**config.mk**
```make
export PLATFORM = sky130hd
export DESIGN_NAME = fifo_stream_reader_flat
export DESIGN_NICKNAME = d
export VERILOG_FILES = /design/src/rtl/fifo_stream_reader_pkg.sv /design/src/rtl/fifo_stream_reader_if.sv /design/src/rtl/fifo_stream_reader_skid_buf.sv /design/src/rtl/fifo_stream_reader.sv /design/src/flat_wrapper.sv
export SDC_FILE = /design/constraint.sdc
export NUM_CORES = 1
export LEC_CHECK = 0
export ABC_AREA = 1
export BUFFER_PORTS_ARGS = -buffer_cell sky130_fd_sc_hd__buf_2
export CORE_MARGIN = 10
export CORE_UTILIZATION = 48
export CTS_CLUSTER_SIZE = 28
export DETAILED_ROUTE_END_ITERATION = 7
export PLACE_DENSITY = 0.86
export SLEW_MARGIN = 20
export SYNTH_ARGS = -nofsm -noshare
export SYNTH_HDL_FRONTEND = slang
export SYNTH_SLANG_ARGS = --single-unit
```
**constraint.sdc**
```tcl
create_clock -name clk -period 2.5 [get_ports clk]
set_input_delay 0.5 -clock clk [delete_from_list [all_inputs] [get_ports clk]]
set_output_delay 0.5 -clock clk [all_outputs]
set_load 0.03 [all_outputs]
```
**src/rtl/fifo_stream_reader_pkg.sv**
```systemverilog
// Shared types and constants for the FIFO read-side drain engine.
// Latency: none (declarations only).
// Backpressure: none (declarations only).
package fifo_pkg;

  localparam int SKID_DEPTH         = 2;
  localparam int DEFAULT_DATA_WIDTH = 8;

  typedef enum logic [1:0] {
    EMPTY = 2'd0,
    ONE   = 2'd1,
    FULL  = 2'd2
  } rd_state_e;

endpackage

```
**src/rtl/fifo_stream_reader_if.sv**
```systemverilog
// FIFO read port plus valid/ready output stream, as seen by the drain engine.
// Latency: none (wiring only).
// Backpressure: m_ready from the consumer; fifo_empty from the FIFO.
interface fifo_stream_reader_if
  import fifo_pkg::*;
#(
  parameter int DATA_WIDTH = DEFAULT_DATA_WIDTH
);

  logic                  fifo_empty;
  logic [DATA_WIDTH-1:0] fifo_dout;
  logic                  fifo_rd_en;
  logic                  m_valid;
  logic                  m_ready;
  logic [DATA_WIDTH-1:0] m_data;

  modport master (
    input  fifo_empty, fifo_dout, m_ready,
    output fifo_rd_en, m_valid, m_data
  );

  modport slave (
    output fifo_empty, fifo_dout, m_ready,
    input  fifo_rd_en, m_valid, m_data
  );

endinterface

```
**src/rtl/fifo_stream_reader_skid_buf.sv**
```systemverilog
// Two-entry ordered skid buffer; head entry and valid come straight from flops.
// Latency: a push is visible on head/valid the following cycle.
// Backpressure: caller must never push into a full buffer without popping.
module fifo_skid_buf
  import fifo_pkg::*;
#(
  parameter int DATA_WIDTH = DEFAULT_DATA_WIDTH
) (
  input  logic                  clk,
  input  logic                  rst_n,
  input  logic                  flush,
  input  logic                  push,
  input  logic [DATA_WIDTH-1:0] push_data,
  input  logic                  pop,
  output logic                  valid,
  output logic [DATA_WIDTH-1:0] head,
  output logic [1:0]            occ
);

  rd_state_e             state, state_nxt;
  logic [DATA_WIDTH-1:0] tail;

  always_ff @(posedge clk or negedge rst_n) begin
    if (!rst_n) begin
      state <= EMPTY;
      valid <= 1'b0;
    end else begin
      state <= state_nxt;
      valid <= (state_nxt != EMPTY);
    end
  end

  always_comb begin
    state_nxt = state;
    if (flush) begin
      state_nxt = EMPTY;
    end else begin
      case (state)
        EMPTY:   if (push) state_nxt = ONE;
        ONE:     if (push && !pop) state_nxt = FULL;
                 else if (pop && !push) state_nxt = EMPTY;
        FULL:    if (pop && !push) state_nxt = ONE;
        default: state_nxt = EMPTY;
      endcase
    end
  end

  // Head is a shift stage: on pop it takes the tail, so m_data never comes through a mux.
  always_ff @(posedge clk or negedge rst_n) begin
    if (!rst_n) begin
      head <= '0;
      tail <= '0;
    end else if (!flush) begin
      if (pop && state == FULL) head <= tail;
      if (push) begin
        if (state == EMPTY || (state == ONE && pop)) head <= push_data;
        else                                        tail <= push_data;
      end
    end
  end

  assign occ = state;

endmodule

```
**src/rtl/fifo_stream_reader.sv**
```systemverilog
// Drains a registered-read FIFO into a valid/ready stream through a 2-entry skid buffer; optional counters under FIFO_READER_STATS_EN.
// Latency: fifo_rd_en in cycle N gives m_valid in cycle N+2; 1 word/cycle sustained.
// Backpressure: m_ready low throttles fifo_rd_en so buffered plus in-flight words never exceed 2.
module fifo_stream_reader
  import fifo_pkg::*;
#(
  parameter int DATA_WIDTH = DEFAULT_DATA_WIDTH,
  parameter int CNT_WIDTH  = 16
) (
  input  logic                 clk,
  input  logic                 rst_n,
  input  logic                 flush,
  fifo_stream_reader_if.master bus,
  output logic [CNT_WIDTH-1:0] rd_count,
  output logic [CNT_WIDTH-1:0] stall_count
);

  logic       inflight;
  logic       pop;
  logic [1:0] occ;
  logic [2:0] level;

  assign pop   = bus.m_valid && bus.m_ready;
  assign level = {1'b0, occ} + {2'b0, inflight} - {2'b0, pop};

  // Gated by rst_n so the request drops the instant reset is applied, not at the next edge.
  assign bus.fifo_rd_en = rst_n && !bus.fifo_empty && !flush && (level < 3'(SKID_DEPTH));

  always_ff @(posedge clk or negedge rst_n) begin
    if (!rst_n) inflight <= 1'b0;
    else        inflight <= bus.fifo_rd_en;
  end

  fifo_skid_buf #(
    .DATA_WIDTH (DATA_WIDTH)
  ) u_skid (
    .clk       (clk),
    .rst_n     (rst_n),
    .flush     (flush),
    .push      (inflight && !flush),
    .push_data (bus.fifo_dout),
    .pop       (pop),
    .valid     (bus.m_valid),
    .head      (bus.m_data),
    .occ       (occ)
  );

`ifdef FIFO_READER_STATS_EN
  always_ff @(posedge clk or negedge rst_n) begin
    if (!rst_n) begin
      rd_count    <= '0;
      stall_count <= '0;
    end else begin
      if (pop && rd_count != '1) rd_count <= rd_count + 1'b1;
      if (bus.m_ready && !bus.m_valid && bus.fifo_empty && stall_count != '1)
        stall_count <= stall_count + 1'b1;
    end
  end
`else
  assign rd_count    = '0;
  assign stall_count = '0;
`endif

endmodule

```
**src/flat_wrapper.sv**
```systemverilog
// flat-port wrapper written by rule: the top's interface ports become plain ports
module fifo_stream_reader_flat import fifo_pkg::*;
#(
  parameter int DATA_WIDTH = DEFAULT_DATA_WIDTH,
  parameter int CNT_WIDTH  = 16
)
  (clk, rst_n, flush, rd_count, stall_count, bus_fifo_empty, bus_fifo_dout, bus_m_ready, bus_fifo_rd_en, bus_m_valid, bus_m_data);
  fifo_stream_reader_if #(.DATA_WIDTH(DATA_WIDTH)) bus_i ();
  input  logic clk;
  input  logic rst_n;
  input  logic flush;
  output logic [CNT_WIDTH-1:0] rd_count;
  output logic [CNT_WIDTH-1:0] stall_count;
  input wire logic [$bits(bus_i.fifo_empty)-1:0] bus_fifo_empty;
  input wire logic [$bits(bus_i.fifo_dout)-1:0] bus_fifo_dout;
  input wire logic [$bits(bus_i.m_ready)-1:0] bus_m_ready;
  output wire logic [$bits(bus_i.fifo_rd_en)-1:0] bus_fifo_rd_en;
  output wire logic [$bits(bus_i.m_valid)-1:0] bus_m_valid;
  output wire logic [$bits(bus_i.m_data)-1:0] bus_m_data;
  assign bus_i.fifo_empty = bus_fifo_empty;
  assign bus_i.fifo_dout = bus_fifo_dout;
  assign bus_i.m_ready = bus_m_ready;
  assign bus_fifo_rd_en = bus_i.fifo_rd_en;
  assign bus_m_valid = bus_i.m_valid;
  assign bus_m_data = bus_i.m_data;
  fifo_stream_reader #(.DATA_WIDTH(DATA_WIDTH), .CNT_WIDTH(CNT_WIDTH)) u_core (.clk(clk), .rst_n(rst_n), .flush(flush), .bus(bus_i), .rd_count(rd_count), .stall_count(stall_count));
endmodule
```
==> results of run 1 <==
-- worst paths after layout --
check | from | to | depth (start not counted)
worst min-delay path | rst_n | u_core.u_skid.head[7]$_DFFE_PN0N_ | 2
worst max-delay path | u_core.u_skid.valid$_DFF_PN0_ | bus_fifo_rd_en | 9
worst min register to register | u_core.u_skid.tail[6]$_DFFE_PN0P_ | u_core.u_skid.tail[6]$_DFFE_PN0P_ | 2
min in group clk | bus_fifo_dout[4] | u_core.u_skid.tail[4]$_DFFE_PN0P_ | 3
max in group asynchronous | rst_n | u_core.u_skid.valid$_DFF_PN0_ | 2
worst max register to register | u_core.u_skid.valid$_DFF_PN0_ | u_core.inflight$_DFF_PN0_ | 9
-- sequential cells by signal, summed over array words and instances, names as in the netlist --
name / count
u_core.u_skid.head: 8
u_core.u_skid.tail: 8
u_core.u_skid.occ: 2
u_core.inflight: 1
u_core.u_skid.valid: 1
-- routing by layer --
layer  track usage, %  vias up  wire length [um]
met5                0        -                 0
met4             4.43        0                12
met3             3.27        2               225
met2             18.4       32              1470
met1             11.8      481              1130
li1                 -      522                 -
-- worst max-delay path, delay by kind of cell (launching register included) --
kind / cells / cell delay, ns
adder cells (fa/ha/maj): 2 / 0.69
buffers and inverters: 3 / 0.24
AND/OR/NAND/NOR: 4 / 0.42
flip-flops: 1 / 0.46
-- placed cells by master (no fill, tap or decap), types with 4 or more instances in the layout --
| master | instances |
|---|---|
| buf_2 | 21 |
| o21ai_2 | 8 |
| inv_2 | 4 |
| conb_1 | 32 |
| inv_1 | 10 |
| dfrtp_1 | 19 |
| nand3_1 | 26 |
| buf_4 | 4 |
| nand2_1 | 42 |
-- logic make-up (layout without fill, tap and decap cells) --
group           Yosys count  count (layout)
compound gates           11              11
fa+ha+maj                 2               2
simple gates             82              82
flops                    20              20
other cells               1              32
buf+inv                  50              46
xor+xnor                  1               1
-- through the flow --
stage	power [W]	setup WS, ns	cells
global route	0.00105	-0.220	225
CTS	0.000997	-0.148	225
global placement	0.000723	-0.0882	221
detailed placement	0.000730	-0.105	221
floorplan	0.000691	-0.00275	198
finish	0.000989	-0.124	225
-- layout make-up --
cell class                 instances  area, sq um
fill                             264         1210
multi-input combinational        128          694
sequential                        20          502
timing repair buffer              26          146
inverter                          16         67.6
tap                               31         38.8
clock inverter                     1         30.0
clock buffer                       3         22.5
-- power by group --
part           total [W]  internal (W)  switching [W]
clock network   0.000266      0.000162       0.000104
logic           0.000304     0.0000842       0.000220
registers       0.000419      0.000380      0.0000392
total           0.000989      0.000626       0.000363
-- repair_timing --
item / in CTS / in global routing
buffers inserted: 0 / 0
hold endpoints to repair: 0 / 0
gates resized for setup: 1 / 1
setup endpoints to repair: 1 / 1
pin swaps: 2 / 0
==> reports/metrics.json, run 1 <==
{
  "yosysWarnings": {"value": 0},
  "critical_path.startpoint_type": {"value": "register"},
  "initial_utilization": {"value": 49.8, "unit": "%"},
  "ioPinCount": {"value": 55},
  "placement_rows": {"value": 19},
  "vias_per_cell": {"value": 4.61},
  "post-route-period-util": {"value": 105, "unit": "%"},
  "antenna_left": {"value": 0},
  "clkTransAtPathRegs": {"value": 0.12, "unit": "ns"},
  "worst_path_max_delay_cell": {"value": "fa_1"},
  "run_status": {"value": "finished with violations"},
  "irDropWorstVdd": {"value": 0.334, "unit": "mV"},
  "pin_count_of_the_biggest_net_entering_global_routing": {"value": 21},
  "final.setup.tns": {"value": -0.124, "unit": "ns"},
  "cp_cell_sequence": {"value": "nand2_8 -> inv_8 -> ha_4 -> inv_2 -> nand2_2 -> fa_1 -> nand2_2 -> nor4_4 -> buf_6"},
  "diodes": {"value": 0},
  "totalWireLength": {"value": 2.84, "unit": "mm"},
  "final_core_utilization": {"value": 55.4, "unit": "%"},
  "drive_above_1_share": {"value": 29.4, "unit": "%"},
  "synth-compound-area-share": {"value": 6.31, "unit": "%"},
  "ff2ff_setup_slack": {"value": 0.66, "unit": "ns"},
  "muxShareOfSynthArea": {"value": 0, "unit": "%"},
  "ctsRootBufferMaster": {"value": "clkbuf_4"},
  "clk_path_buf_depth": {"value": 2},
  "tritoncts": {"value": "built"},
  "final_net_count": {"value": 210},
  "seq_area_frac_synth": {"value": 37.1, "unit": "%"},
  "area_growth": {"value": 11.3, "unit": "%"},
  "dp_hpwl": {"value": 2.23, "unit": "mm"},
  "timing.critical_path.to_type": {"value": "output pin"},
  "timing.final.setup_violations": {"value": 1},
  "synth_top_family_by_area": {"value": "simple AND/OR/NAND/NOR gates"},
  "required_time_at_the_worst_slack_endpoint": {"value": 2.00, "unit": "ns"},
  "count_of_flip_flops_with_a_built_in_enable_after_synthesis": {"value": 0},
  "placed_area": {"value": 0.00144, "unit": "sq mm"},
  "path_class": {"value": "reg -> out"},
  "detail_route.drc_violations": {"value": 0},
  "cts_num_sinks": {"value": 20},
  "final.hold.worst_slack": {"value": 0.193, "unit": "ns"},
  "grt_overflow_total": {"value": 0},
  "timing.final.max_slew_violations": {"value": 0},
  "port-buffer-count": {"value": 22},
  "floorplan.core_area": {"value": 0.00271, "unit": "sq mm"},
  "violations": {"value": "setup timing"},
  "syn-instance-count": {"value": 167},
  "rsz_0062_raised_after_global_routing": {"value": "true"},
  "hp-class": {"value": "in -> async"},
  "die-area": {"value": 0.00533, "unit": "sq mm"},
  "detail_route.first_pass.iterations": {"value": 4},
  "first_global_vias": {"value": 1082},
  "ys_dominant_reg_cell": {"value": "dfrtp_1"},
  "post_syn_area_per_cell": {"value": 8.08, "unit": "sq um"},
  "final.min_clock_period": {"value": 2.62, "unit": "ns"},
  "post-synth-top-area-cell": {"value": "dfrtp_1"},
  "cap_violations": {"value": 0},
  "crit_fanout": {"value": 2},
  "area_of_the_mapped_netlist": {"value": 0.00135, "unit": "sq mm"},
  "cts_hold_repair.buffers": {"value": 0},
  "design_area": {"value": 0.00150, "unit": "sq mm"},
  "max_stage_delay_on_crit_path": {"value": 0.49, "unit": "ns"},
  "dieHeight": {"value": 73.0, "unit": "um"},
  "grt_antenna_before_repair": {"value": 0},
  "drt-initial-drc-count": {"value": 40},
  "simple_gate_area_share_of_the_yosys_netlist": {"value": 29.6, "unit": "%"},
  "ys_ff_latch": {"value": 20},
  "post_synth_num_cell_types": {"value": 21},
  "hold_viol_final": {"value": 0},
  "synth.top_cells.by_count": {"value": "45 x nand2_1, 33 x buf_4, 26 x nand3_1"},
  "cp.arrival": {"value": 2.12, "unit": "ns"},
  "timing.critical_path.mode_cell": {"value": "nand2_2"},
  "share_of_the_synthesized_area_in_the_top_cell_type": {"value": 37.1, "unit": "%"},
  "synth_top_cells_by_area": {"value": "dfrtp_1 37%, buf_4 18%, nand2_1 13%"},
  "numCtsBuffers": {"value": 3},
  "grt_use_total": {"value": 10.7, "unit": "%"},
  "p_leak": {"value": 0.867, "unit": "nW"},
  "power.density_cell_area": {"value": 659, "unit": "mW/mm^2"},
  "chipWidth": {"value": 73.0, "unit": "um"},
  "synth-xor-area-share": {"value": 0.649, "unit": "%"},
  "synth_fa_ha_area_share": {"value": 2.41, "unit": "%"},
  "asyncSetResetFlopFracSynth": {"value": 100, "unit": "%"},
  "grt_first_pass_wirelength": {"value": 4.75, "unit": "mm"},
  "final.setup_skew": {"value": 0.0102, "unit": "ns"},
  "worstSkewPairLatency": {"value": 0.31, "unit": "ns"},
  "avgRoutedWirePerCell": {"value": 12.6, "unit": "um"},
  "final_critical_path_setup_slack": {"value": -0.124, "unit": "ns"},
  "place_congestion": {"value": 0.777},
  "achievable-frequency": {"value": 0.381, "unit": "GHz"},
  "cts.htree.levels": {"value": 1},
  "total_via_count_in_the_routed_design": {"value": 1037},
  "leading_cell_type_by_number_of_instances_after_synthesis": {"value": "nand2_1"}
}
No activity file was read; power rests on OpenSTA's default activity.
==> run 2, diff against run 1 <==
--- a/config.mk
+++ b/config.mk
@@ -6,12 +6,12 @@
 export NUM_CORES = 1
 export LEC_CHECK = 0
 export ABC_AREA = 1
-export BUFFER_PORTS_ARGS = -buffer_cell sky130_fd_sc_hd__buf_2
 export CORE_MARGIN = 10
-export CORE_UTILIZATION = 48
+export CORE_UTILIZATION = 54
 export CTS_CLUSTER_SIZE = 28
 export DETAILED_ROUTE_END_ITERATION = 7
-export PLACE_DENSITY = 0.86
+export DONT_BUFFER_PORTS = 1
+export PLACE_DENSITY = 0.75
 export SLEW_MARGIN = 20
 export SYNTH_ARGS = -nofsm -noshare
 export SYNTH_HDL_FRONTEND = slang
==> run 2 against run 1 <==
Against the previous run: largest power group unchanged; global-route usage up 0.82 points; non-clock buffer count down 18; critical path type unchanged; highest routed layer unchanged; clock power down 29%; the flow still finishes with violations (setup timing).
==> reports/metrics.json, run 2 (synthesized netlist as in run 1, its figures left out) <==
{
  "run_status": {"value": "finished with violations"},
  "violations": {"value": "setup timing"},
  "final_critical_path_setup_slack": {"value": -0.142, "unit": "ns", "change": "-0.0187 ns"},
  "cts.htree.levels": {"value": 1, "change": "unchanged"},
  "detail_route.first_pass.iterations": {"value": 4, "change": "unchanged"},
  "most-common-layout-cells": {"value": "42 x nand2_1, 32 x conb_1, 26 x nand3_1, 19 x dfrtp_1, 10 x inv_1"},
  "cp-startpoint": {"value": "u_core.u_skid.valid$_DFF_PN0_"},
  "ioPinCount": {"value": 55, "change": "unchanged"},
  "grt_first_pass_wirelength": {"value": 4.81, "unit": "mm", "change": "+1.3%"},
  "sw_frac_of_total": {"value": 39.8, "unit": "%", "change": "+3.1 points"},
  "floorplan.core_area": {"value": 0.00243, "unit": "sq mm", "change": "-10%"},
  "internal-power": {"value": 0.000529, "unit": "W", "change": "-15%"},
  "detail_route.drc_violations": {"value": 0, "change": "unchanged"},
  "design_area": {"value": 0.00140, "unit": "sq mm", "change": "-6.5%"},
  "pin_count_of_the_biggest_net_entering_global_routing": {"value": 21, "change": "unchanged"},
  "worstSkewPairLatency": {"value": 0.30, "unit": "ns", "change": "about the same"},
  "clkTransAtPathRegs": {"value": 0.11, "unit": "ns", "change": "about the same"},
  "avgRoutedWirePerCell": {"value": 14.2, "unit": "um", "change": "+12%"},
  "initial_utilization": {"value": 55.5, "unit": "%", "change": "+5.7 points"},
  "multiInputGateArea": {"value": 694, "unit": "sq um", "change": "unchanged"},
  "detailedPlace.worstSlack": {"value": 0.0333, "unit": "ns", "change": "+0.139 ns"},
  "placed_area": {"value": 0.00132, "unit": "sq mm", "change": "-8.2%"},
  "timing.critical_path.mode_cell": {"value": "nand2_2"},
  "critical_path.reg2reg.startpoint": {"value": "u_core.u_skid.valid$_DFF_PN0_"},
  "worstMarginPinSlew": {"value": 0.933, "unit": "ns"},
  "final.setup_skew": {"value": 0.00167, "unit": "ns", "change": "-0.00849 ns"},
  "p_comb_share": {"value": 23.9, "unit": "%", "change": "-6.8 points"},
  "dieHeight": {"value": 70.0, "unit": "um", "change": "-4.2%"},
  "antenna_left": {"value": 0, "change": "unchanged"},
  "chipWidth": {"value": 70.0, "unit": "um", "change": "-4.2%"},
  "hp-class": {"value": "in -> reg"},
  "die-area": {"value": 0.00490, "unit": "sq mm", "change": "-8.1%"},
  "ff2ff_setup_slack": {"value": 0.54, "unit": "ns", "change": "-0.12 ns"},
  "totalWireLength": {"value": 2.92, "unit": "mm", "change": "+2.7%"},
  "share_clk_of_total_power": {"value": 21.5, "unit": "%", "change": "-5.4 points"},
  "crit_end": {"value": "bus_fifo_rd_en"},
  "power.density_cell_area": {"value": 626, "unit": "mW/mm^2", "change": "-4.9%"},
  "numCtsBuffers": {"value": 3, "change": "unchanged"},
  "r2r_end": {"value": "u_core.inflight$_DFF_PN0_"},
  "diodes": {"value": 0, "change": "unchanged"},
  "ctsRootBufferMaster": {"value": "clkbuf_4"},
  "commonest_non_fill_non_tap_cell_in_the_layout": {"value": "nand2_1"},
  "worst_path_max_delay_cell": {"value": "fa_1"},
  "cp_cell_sequence": {"value": "nand2_8 -> inv_8 -> ha_4 -> inv_2 -> nand2_2 -> fa_1 -> nand2_2 -> nor4_4 -> buf_6"},
  "irDropWorstVdd": {"value": 0.413, "unit": "mV", "change": "+24%"},
  "dp_hpwl": {"value": 2.17, "unit": "mm", "change": "-2.7%"},
  "timing.final.max_slew_violations": {"value": 0, "change": "unchanged"},
  "crit_fanout": {"value": 2, "change": "unchanged"},
  "hold_viol_final": {"value": 0, "change": "unchanged"},
  "final_net_count": {"value": 192, "change": "-8.6%"},
  "worst_r2r_path_depth": {"value": 10, "change": "+1"},
  "area_growth": {"value": 4.08, "unit": "%"},
  "clk_path_buf_depth": {"value": 2, "change": "unchanged"},
  "port-buffer-count": {"value": 0, "change": "-100%"},
  "p_leak": {"value": 0.783, "unit": "nW", "change": "-9.7%"},
  "max_stage_delay_on_crit_path": {"value": 0.49, "unit": "ns", "change": "about the same"},
  "post-route-period-util": {"value": 106, "unit": "%", "change": "+0.75 points"},
  "placement_rows": {"value": 18, "change": "-1"},
  "first_global_vias": {"value": 1032, "change": "-4.6%"},
  "seqCellArea": {"value": 502, "unit": "sq um", "change": "unchanged"},
  "path_class": {"value": "reg -> out"},
  "drive_above_1_share": {"value": 21.6, "unit": "%", "change": "-7.8 points"},
  "pwr-share-seq": {"value": 54.6, "unit": "%", "change": "+12 points"},
  "fillers": {"value": 215, "change": "-19%"},
  "total_via_count_in_the_routed_design": {"value": 1007, "change": "-2.9%"},
  "cap_violations": {"value": 0, "change": "unchanged"},
  "final.setup.tns": {"value": -0.142, "unit": "ns", "change": "-0.0187 ns"},
  "timing.critical_path.to_type": {"value": "output pin"},
  "drt-initial-drc-count": {"value": 27, "change": "-33%"},
  "cp.arrival": {"value": 2.14, "unit": "ns", "change": "+0.02 ns"},
  "tritoncts": {"value": "built"},
  "cts_num_sinks": {"value": 20, "change": "unchanged"},
  "grt_antenna_before_repair": {"value": 0, "change": "unchanged"},
  "grt_overflow_total": {"value": 0, "change": "unchanged"},
  "required_time_at_the_worst_slack_endpoint": {"value": 2.00, "unit": "ns", "change": "about the same"},
  "grt_use_total": {"value": 11.5, "unit": "%", "change": "+0.82 points"},
  "hold_path_startpoint": {"value": "flush"},
  "timing.final.setup_violations": {"value": 1, "change": "unchanged"},
  "achievable-frequency": {"value": 0.378, "unit": "GHz", "change": "-0.71%"},
  "worst_slew_margin_rel": {"value": 37.6, "unit": "%"},
  "place_congestion": {"value": 0.782, "change": "+0.63%"},
  "final.min_clock_period": {"value": 2.64, "unit": "ns", "change": "+0.0187 ns"},
  "vias_per_cell": {"value": 4.89, "change": "+6.1%"},
  "critical_path.startpoint_type": {"value": "register"},
  "switchingPower": {"value": 0.000350, "unit": "W", "change": "-3.5%"},
  "rsz_0062_raised_after_global_routing": {"value": "true"}
}
==> run 2: cell types whose count changed in the layout (fill, tap and decap cells not counted) <==
cell and delta:
bufinv_16 -1, clkbuf_8 +1, buf_2 -21, buf_4 +2
dlygate4sd3_1 +1
==> run 2: how the worst min path moves through the flow <==
stage,endpoint,slack (ns),depth (start not counted)
final,u_core.u_skid.head[7]$_DFFE_PN0N_,0.31,2
after global routing,u_core.u_skid.head[7]$_DFFE_PN0N_,0.29,2
after CTS,u_core.u_skid.head[4]$_DFFE_PN0N_,0.29,2
after detailed placement,u_core.u_skid.head[6]$_DFFE_PN0N_,0.21,0
after global placement,u_core.u_skid.head[6]$_DFFE_PN0N_,0.21,0
after floorplan,u_core.inflight$_DFF_PN0_,0.20,0
==> run 2: critical path, delay by kind of cell (launching register included) <==
family / cells / cell delay, ns
AND/OR/NAND/NOR: 4 / 0.44
buffers and inverters: 3 / 0.24
adder cells (fa/ha/maj): 2 / 0.69
flip-flops: 1 / 0.47
==> run 2: through the flow <==
stage                     total power, W  utilization, %  hold slack [ns]  std cells
after floorplan                 0.000691               -            0.204        198
after global placement          0.000675            54.4            0.205        197
after detailed placement        0.000685            54.4            0.205        197
after CTS                       0.000888            56.9            0.294        204
after global routing            0.000934            57.7            0.291        206
final                           0.000879            57.7            0.307        206
==> run 2: power groups by stage <==
stage	logic [W]	registers, W	clock network (W)
floorplan	0.000215	0.000476	0
global placement	0.000189	0.000486	0
detailed placement	0.000196	0.000489	0
CTS	0.000206	0.000482	0.000199
global route	0.000235	0.000491	0.000207
finish	0.000210	0.000480	0.000189
==> run 2: metal layers <==
layer,GRT usage (%),share of wire (%),vias up
met1,11.2,36,472
met2,19.8,49,44
met4,4.17,0.45,0
li1,-,-,489
met5,0,0,-
met3,6.64,15,2
==> run 2: timing repair <==
item	in CTS	in global routing
pin swaps	3	2
resized for setup	0	1
buffers inserted	2	2
setup endpoints to repair	1	1
hold buffers	1	0
cloned	0	0
endpoints found under the hold margin	20	0
==> run 2: layout make-up <==
class,count,area share [%]
multi-input combinational,128,49.5
sequential,20,35.7
inverter,16,4.81
timing repair buffer,8,4.72
tap,30,2.67
clock buffer,4,2.58
